==> src/rtl/shift_right_seq.sv <==
// shift_right_seq: sequential logical/arithmetic right shifter.
// Shift amount B is applied one binary weight per clock, LSB first, so a
// result always appears exactly Nbits clocks after the operation is taken.
// LOST flags that at least one 1 bit fell off the low end during the op.
module shift_right_seq #(
  parameter int Nbits = 4
) (
  input  logic             CLK,
  input  logic             RST_N,
  input  logic             IN_VALID,
  output logic             IN_READY,
  input  logic [Nbits-1:0] A,
  input  logic [Nbits-1:0] B,
  input  logic             ARITH,
  output logic             OUT_VALID,
  input  logic             OUT_READY,
  output logic [Nbits-1:0] OUT,
  output logic             LOST
);

  // Step counter width; steps below LG shift inside the word, the rest saturate.
  localparam int SW = (Nbits > 1) ? $clog2(Nbits) : 1;
  localparam int LG = $clog2(Nbits);

  typedef enum logic [1:0] {
    IDLE  = 2'd0,
    SHIFT = 2'd1,
    HOLD  = 2'd2
  } state_e;

  state_e            state_q, state_d;
  logic [Nbits-1:0]  work_q,  work_d;
  logic [Nbits-1:0]  b_q,     b_d;
  logic              fill_q,  fill_d;
  logic              lost_q,  lost_d;
  logic [SW-1:0]     step_q,  step_d;

  logic              accept_s;
  logic [Nbits-1:0]  sel_work_s;
  logic              sel_lost_s;

  // Per-step candidate results, one per binary weight 2**k.
  logic [Nbits-1:0]  step_work_s [Nbits];
  logic [Nbits-1:0]  step_lost_s;

  // Build the candidate shift for every step weight at elaboration time.
  for (genvar k = 0; k < Nbits; k++) begin : g_step
    if (k < LG) begin : g_in_range
      localparam int SH = 1 << k;
      assign step_work_s[k] = (work_q >> SH) | ({Nbits{fill_q}} << (Nbits - SH));
      assign step_lost_s[k] = |(work_q & ({Nbits{1'b1}} >> (Nbits - SH)));
    end else begin : g_saturate
      // 2**k >= Nbits: every bit of the work word leaves, fill takes over.
      assign step_work_s[k] = {Nbits{fill_q}};
      assign step_lost_s[k] = |work_q;
    end
  end

  assign IN_READY  = (state_q == IDLE) | ((state_q == HOLD) & OUT_READY);
  assign OUT_VALID = (state_q == HOLD);
  assign OUT       = work_q;
  assign LOST      = lost_q;
  assign accept_s  = IN_VALID & IN_READY;

  // Pick the candidate for the current step, or pass through when B[step] is 0.
  always_comb begin
    sel_work_s = work_q;
    sel_lost_s = 1'b0;
    for (int k = 0; k < Nbits; k++) begin
      sel_work_s = ((step_q == SW'(k)) && b_q[k]) ? step_work_s[k] : sel_work_s;
      sel_lost_s = ((step_q == SW'(k)) && b_q[k]) ? step_lost_s[k] : sel_lost_s;
    end
  end

  // Next-state and datapath update: accept, step through B, hold the result.
  always_comb begin
    state_d = state_q;
    work_d  = work_q;
    b_d     = b_q;
    fill_d  = fill_q;
    lost_d  = lost_q;
    step_d  = step_q;
    if (accept_s) begin
      // Only reachable from IDLE or from HOLD while the result is being taken.
      work_d  = A;
      b_d     = B;
      fill_d  = ARITH & A[Nbits-1];
      lost_d  = 1'b0;
      step_d  = '0;
      state_d = SHIFT;
    end else begin
      case (state_q)
        IDLE: begin
          state_d = IDLE;
        end
        SHIFT: begin
          work_d = sel_work_s;
          lost_d = lost_q | sel_lost_s;
          if (step_q == SW'(Nbits - 1)) begin
            state_d = HOLD;
          end else begin
            step_d = step_q + SW'(1);
          end
        end
        HOLD: begin
          if (OUT_READY) begin
            state_d = IDLE;
          end else begin
            state_d = HOLD;
          end
        end
        default: begin
          state_d = IDLE;
        end
      endcase
    end
  end

  // State and datapath registers; reset aborts any op in flight.
  always_ff @(posedge CLK or negedge RST_N) begin
    if (!RST_N) begin
      state_q <= IDLE;
      work_q  <= '0;
      b_q     <= '0;
      fill_q  <= 1'b0;
      lost_q  <= 1'b0;
      step_q  <= '0;
    end else begin
      state_q <= state_d;
      work_q  <= work_d;
      b_q     <= b_d;
      fill_q  <= fill_d;
      lost_q  <= lost_d;
      step_q  <= step_d;
    end
  end

endmodule

==> config.mk <==
export PLATFORM = sky130hd
export DESIGN_NAME = shift_right_seq
export DESIGN_NICKNAME = d
export VERILOG_FILES = /design/src/rtl/shift_right_seq.sv
export SDC_FILE = /design/constraint.sdc
export NUM_CORES = 1
export LEC_CHECK = 0
export ABC_AREA = 1
export BUFFER_PORTS_ARGS = -buffer_cell sky130_fd_sc_hd__buf_4
export CAP_MARGIN = 20
export CORE_MARGIN = 1
export CORE_UTILIZATION = 56
export DETAILED_ROUTE_END_ITERATION = 7
export PLACE_DENSITY = 0.83
export SYNTH_ARGS = -nofsm -noshare
export SYNTH_HDL_FRONTEND = slang
export SYNTH_SLANG_ARGS = --single-unit
==> constraint.sdc <==
create_clock -name CLK -period 2.4 [get_ports CLK]
set_clock_uncertainty 0.2 [all_clocks]
set_input_delay 0.24 -clock CLK [delete_from_list [all_inputs] [get_ports CLK]]
set_output_delay 0.24 -clock CLK [all_outputs]
set_load 0.005 [all_outputs]
==> flow_summary.json, run 1 <==
{
  "ant_nets": 0,
  "ys_types": 20,
  "wl_mm": 1.76,
  "endpoint_kind": "flop",
  "htree_levels": 1,
  "antenna_found_initial": 0,
  "fillers": 115,
  "grt.total_usage_pct": 23.5,
  "crit_required_ns": 2.39,
  "syn_area_per_cell_um2": 7.51,
  "portBuffers": 19,
  "yosysSeqAreaShare_pct": 39.2,
  "arrival_ns": 1.77,
  "tightest_slew_ns": 0.204,
  "crit_fanout": 17,
  "root_buffer": "clkbuf_4",
  "ys.warnings.count": 0,
  "grt_pass1_vias": 825,
  "grt_pass1_wl_mm": 3.11,
  "cts_resized": 0,
  "areaGrowthSynthToFinish_pct": 26.6,
  "n_antenna_cell": 0,
  "ys_seq_elements": 14,
  "syn_nets": 140,
  "hold_viol": 0,
  "internal-power_mw": 0.761,
  "die_y_um": 41.9,
  "design.core.area_um2": 1510,
  "slew_violations": 0,
  "clk_path_buf_depth": 2,
  "clk_transition_reported_paths_ns": 0.09,
  "synthMuxAreaShare_pct": 1.26,
  "hold_buffers": 5,
  "hpwl_mm": 1.31,
  "postCtsSetupRepairBufs": 0,
  "synth_compound_area_share_pct": 5.60,
  "setup_viol": 0,
  "sw_frac_of_total_pct": 44.5,
  "crit_type": "flop to flop",
  "seq_power_share_pct": 31.1,
  "mostFrequentLayoutCells": "nand2_1 (50), buf_4 (19), inv_1 (17), dfrtp_1 (14), ha_1 (8)",
  "violations": "DRC",
  "p_clk_share_pct": 12.9,
  "wire_per_inst_um": 10.8,
  "start_util_pct": 59.3,
  "netlist_top_cells_area": "dfrtp_1 (39%), nand2_1 (21%), ha_1 (11%), inv_1 (7.1%), nand2_2 (2.8%)",
  "cts_buffers": 3,
  "yosysTopAreaCell": "dfrtp_1",
  "post_drt_via_cell_ratio": 4.98,
  "synth_top_area_share_pct": 39.2,
  "vdd_ir_drop_max_v": 0.000667,
  "p_sw_mw": 0.611,
  "drt-initial-drc-count": 15,
  "clock-sinks": 14,
  "firstDrtPassIters": 6,
  "synth-simple-area-share_pct": 32.5,
  "combPwrFrac_pct": 56.0,
  "dieArea_um2": 1760,
  "setup_tns_ns": 0,
  "post-route-min-period_ns": 1.78,
  "startpoint_type": "flop",
  "max_freq_ghz": 0.562,
  "timing.hold.ws_ns": 0.0157,
  "status": "finished with violations",
  "leakagePower_nw": 0.661,
  "synth_area_um2": 893,
  "rsz0062_at_grt": "false",
  "io-pin-count": 20,
  "gp_congestion": 0.807,
  "overflow": 0,
  "synthXorXnorAreaFrac_pct": 0.980,
  "final_nets": 168,
  "syn_inst": 119,
  "cts_tree": "built",
  "grt_max_degree": 18,
  "slew_headroom_pct": 86.4,
  "drcViolationCount": 1,
  "layout_commonest_cell": "nand2_1",
  "synth_top_family_by_area": "simple AND/OR/NAND/NOR gates",
  "die_w_um": 41.9,
  "hp-class": "input pin to flop",
  "core.rowCount": 14,
  "drive_above_1_share_pct": 24.0,
  "vias": 807,
  "post-route-period-util_pct": 74.1,
  "synthAdderAreaFrac_pct": 11.2,
  "clock_latency_ns": 0.29,
  "powerDensity_nw_per_um2": 1210,
  "cap_viol_max_count": 0
}
state kept, by name, summed over array words and instances, names as in the netlist:
| signal | cells |
|---|---|
| state_q | 2 |
| step_q | 2 |
| OUT | 4 |
| LOST | 1 |
| fill_q | 1 |
| b_q | 4 |
power groups by stage:
| stage | sequential, mW | combinational (mW) | clock (mW) |
|---|---|---|---|
| 5_1_grt | 0.438 | 0.899 | 0.186 |
| 3_5_place_dp | 0.430 | 0.763 | 0 |
| 2_1_floorplan | 0.415 | 0.567 | 0 |
| 6_report | 0.427 | 0.768 | 0.177 |
| 3_3_place_gp | 0.423 | 0.726 | 0 |
| 4_1_cts | 0.425 | 0.775 | 0.179 |
cell usage after synthesis (all sizes together):
master,number
buf,1
nand2,55
nand3,6
or2,2
ha,8
o21a,1
nor2,3
dfrtp,14
inv,19
mux2,1
o21ai,5
xor2,1
a21oi,1
o22ai,2
layer usage:
layer / track usage (%) / wire (um) / vias up
met5: 0 / 0 / -
met4: 15.5 / 39 / 0
met3: 5.22 / 68 / 5
met2: 42.2 / 877 / 17
met1: 24.0 / 770 / 372
li1: - / - / 413
kinds of logic after synthesis:
logic type               count (synthesis)
flip-flops                              14
XOR/XNOR                                 1
AND/OR/NAND/NOR                         66
buffers and inverters                   20
AO/OA/AOI/OAI                            9
multiplexers                             1
adder cells (fa/ha/maj)                  8
area by class of cell:
type	instances	area [um^2]	area share, %
Multi-Input combinational cell	85	460	40.7
Sequential cell	14	350	31.0
Timing Repair Buffer	24	193	17.0
Inverter	19	71.3	6.31
Clock buffer	4	36.3	3.21
Tap cell	16	20.0	1.77
path summary, 6_finish.rpt:
kind / startpoint / endpoint / cells after the start / slack, ns
min: A[3] / fill_q / 3 / 0.02
max in group asynchronous: RST_N / state_q[1] / 2 / 1.71
min in group asynchronous: RST_N / OUT[1] / 2 / 0.12
max reg2reg: state_q[0] / OUT[3] / 10 / 0.62
max: state_q[0] / OUT[3] / 10 / 0.62
min reg2reg: b_q[3] / b_q[3] / 2 / 0.30
worst max-delay path, stage by stage (launching register included):
cell and delay, ns:
dfrtp_1 0.42, inv_1 0.08, ha_1 0.23, nand2_1 0.10
nand2_2 0.08, nand2_4 0.17, inv_1 0.16, nand2_1 0.09
nand2_1 0.05, nand2_1 0.06, o21ai_1 0.05
through the flow:
stage	util (%)	power [mW]	setup WS [ns]	instance area [um^2]	instances
floorplan	-	0.982	0.806	893	119
global placement	69.4	1.15	0.744	1040	153
detailed placement	69.4	1.19	0.653	1040	153
CTS	75.1	1.38	0.630	1130	162
global route	75.1	1.52	0.488	1130	162
finish	75.1	1.37	0.621	1130	162
No activity file was read; power rests on OpenSTA's default activity.
==> run 2, diff against run 1 <==
- CORE_UTILIZATION: 56 -> 52
- PLACE_DENSITY: 0.83 -> 0.78
- clock period: 2.4 -> 1.85 ns (I/O delays scaled with it)
==> flow_summary.json, run 2 (same netlist as run 1, synthesis figures left out) <==
{
  "layout_commonest_cell": "nand2_1",
  "max_freq_ghz": 0.573,
  "worst_slack_ns": 0.105,
  "post_drt_via_cell_ratio": 4.93,
  "cts_tree": "built",
  "die_y_um": 43.5,
  "cp_slowest_stage_delay_ns": 0.42,
  "status": "finished with violations",
  "drt-initial-drc-count": 23,
  "firstDrtPassIters": 6,
  "antenna_found_initial": 0,
  "tightest_slew_ns": 0.191,
  "dp_worst_setup_slack_ns": 0.152,
  "fin_total_pwr_mw": 1.87,
  "portBuffers": 19,
  "regToRegStartpoint": "state_q[0]",
  "wire_per_inst_um": 11.6,
  "post-route-min-period_ns": 1.74,
  "worst-path-stages": 12,
  "hp-class": "input pin to flop",
  "final_cell_count_no_fill": 169,
  "post-route-period-util_pct": 94.3,
  "powerDensity_nw_per_um2": 1560,
  "core.rowCount": 14,
  "cts_buffers": 3,
  "endpoint_kind": "flop",
  "clock-sinks": 14,
  "crit_start": "state_q[0]",
  "setup_tns_ns": 0,
  "crit_fanout": 15,
  "r2r-end": "OUT[2]",
  "clk_transition_reported_paths_ns": 0.09,
  "slowest_stage": "dfrtp_1",
  "slew_violations": 0,
  "cpMostUsedCell": "nand2_1",
  "clk_path_buf_depth": 2,
  "mostFrequentLayoutCells": "nand2_1 (50), buf_4 (24), inv_1 (16), dfrtp_1 (14), ha_1 (8)",
  "hpwl_mm": 1.28,
  "crit_required_ns": 1.83,
  "wl_mm": 1.96,
  "vdd_ir_drop_max_v": 0.00104,
  "rsz0062_at_grt": "false",
  "hold_viol": 0,
  "areaGrowthSynthToFinish_pct": 34.5,
  "root_buffer": "clkbuf_4",
  "io-pin-count": 20,
  "grt_max_degree": 18,
  "setup_viol": 0,
  "r2r.worst_path.cells": 12,
  "grt_pass1_wl_mm": 3.11,
  "crit_type": "flop to flop",
  "n_antenna_cell": 0,
  "dieArea_um2": 1890,
  "die_w_um": 43.5,
  "startpoint_type": "flop",
  "final_nets": 175,
  "ant_nets": 0,
  "cap_viol_max_count": 0,
  "multi_input_area_um2": 469,
  "critPathTopFamily": "simple AND/OR/NAND/NOR gates",
  "dp.cells": 153,
  "overflow": 0,
  "slew_headroom_pct": 87.3,
  "fillers": 113,
  "violations": "DRC",
  "clock_latency_ns": 0.28,
  "rrSetupSlack_ns": 0.11,
  "grt.total_usage_pct": 22.4,
  "drcViolationCount": 6,
  "worstPathCellList": "inv_1 -> ha_1 -> nand2_1 -> nand2_2 -> nand2_8 -> buf_4 -> nand2_2 -> nand2_1 -> nand2_1 -> nand2_1 -> nand2_1 -> nand2_1",
  "vias": 834,
  "htree_levels": 1,
  "regArea_um2": 350,
  "grt_pass1_vias": 761,
  "cp-endpoint": "OUT[2]",
  "drive_above_1_share_pct": 26.8,
  "leakagePower_nw": 0.682,
  "gp_congestion": 0.825,
  "design.core.area_um2": 1560,
  "arrival_ns": 1.72,
  "start_util_pct": 57.3,
  "critPathBufInv": 2
}
-- run 2: changes by cell type in the layout (fill, tap and decap cells not counted), sizes merged --
cell / delta
buf: +5
clkinvlp: +1
dlygate4sd3: +2
inv: -1
-- run 2: timing repair --
| item | 4_1_cts | 5_1_grt |
|---|---|---|
| buffers inserted | 0 | 5 |
| endpoints found under the hold margin | 19 | 0 |
| resized for setup | 0 | 2 |
| hold buffers | 7 | 0 |
| setup endpoints to repair | 0 | 2 |
-- run 2: per-stage QoR --
step | hold WS [ns] | cell area, um^2 | util (%)
floorplan | -0.311 | 893 | -
global placement | -0.155 | 1040 | 67.0
detailed placement | -0.151 | 1040 | 67.0
CTS | 0.00330 | 1150 | 73.8
global route | 0.0183 | 1200 | 77.0
finish | 0.0208 | 1200 | 77.0
-- run 2: worst min path at each step --
stage,endpoint,cells past startpoint,slack [ns],startpoint
2_1_floorplan,LOST,0,-0.31,RST_N
3_3_place_gp,LOST,1,-0.15,RST_N
3_5_place_dp,LOST,1,-0.15,RST_N
4_1_cts,OUT[2],5,0.003,A[2]
5_1_grt,OUT[2],5,0.02,A[2]
6_report,state_q[1],4,0.02,OUT_READY
-- run 2: metal layers --
layer  global-route usage (%)  vias up  part of all wire [%]
met5                        0        -                     0
met2                     38.8       20                    50
met1                     27.7      382                    44
met3                     2.50        5                   3.9
li1                         -      427                     -
met4                     10.6        0                   1.4
-- run 2: area by class of cell --
| class | instances | share of cell area, % |
|---|---|---|
| inverters | 19 | 6.25 |
| well taps | 16 | 1.67 |
| flip-flops and latches | 14 | 29.2 |
| multi-input cells | 85 | 39.1 |
| repair buffers | 31 | 20.8 |
| clock buffers | 4 | 3.02 |
-- run 2: power by group --
group / switching, mW / internal, mW / leakage, nW / total, mW
clock: 0.103 / 0.120 / 0.0210 / 0.223
sequential: 0.107 / 0.448 / 0.178 / 0.555
combinational: 0.611 / 0.484 / 0.483 / 1.10
-- run 2: tightest hold or removal path: cells and delay by family --
family / cells / cell delay, ns
compound gates: 2 / 0.14
buf+inv: 1 / 0.08
simple gates: 1 / 0.06
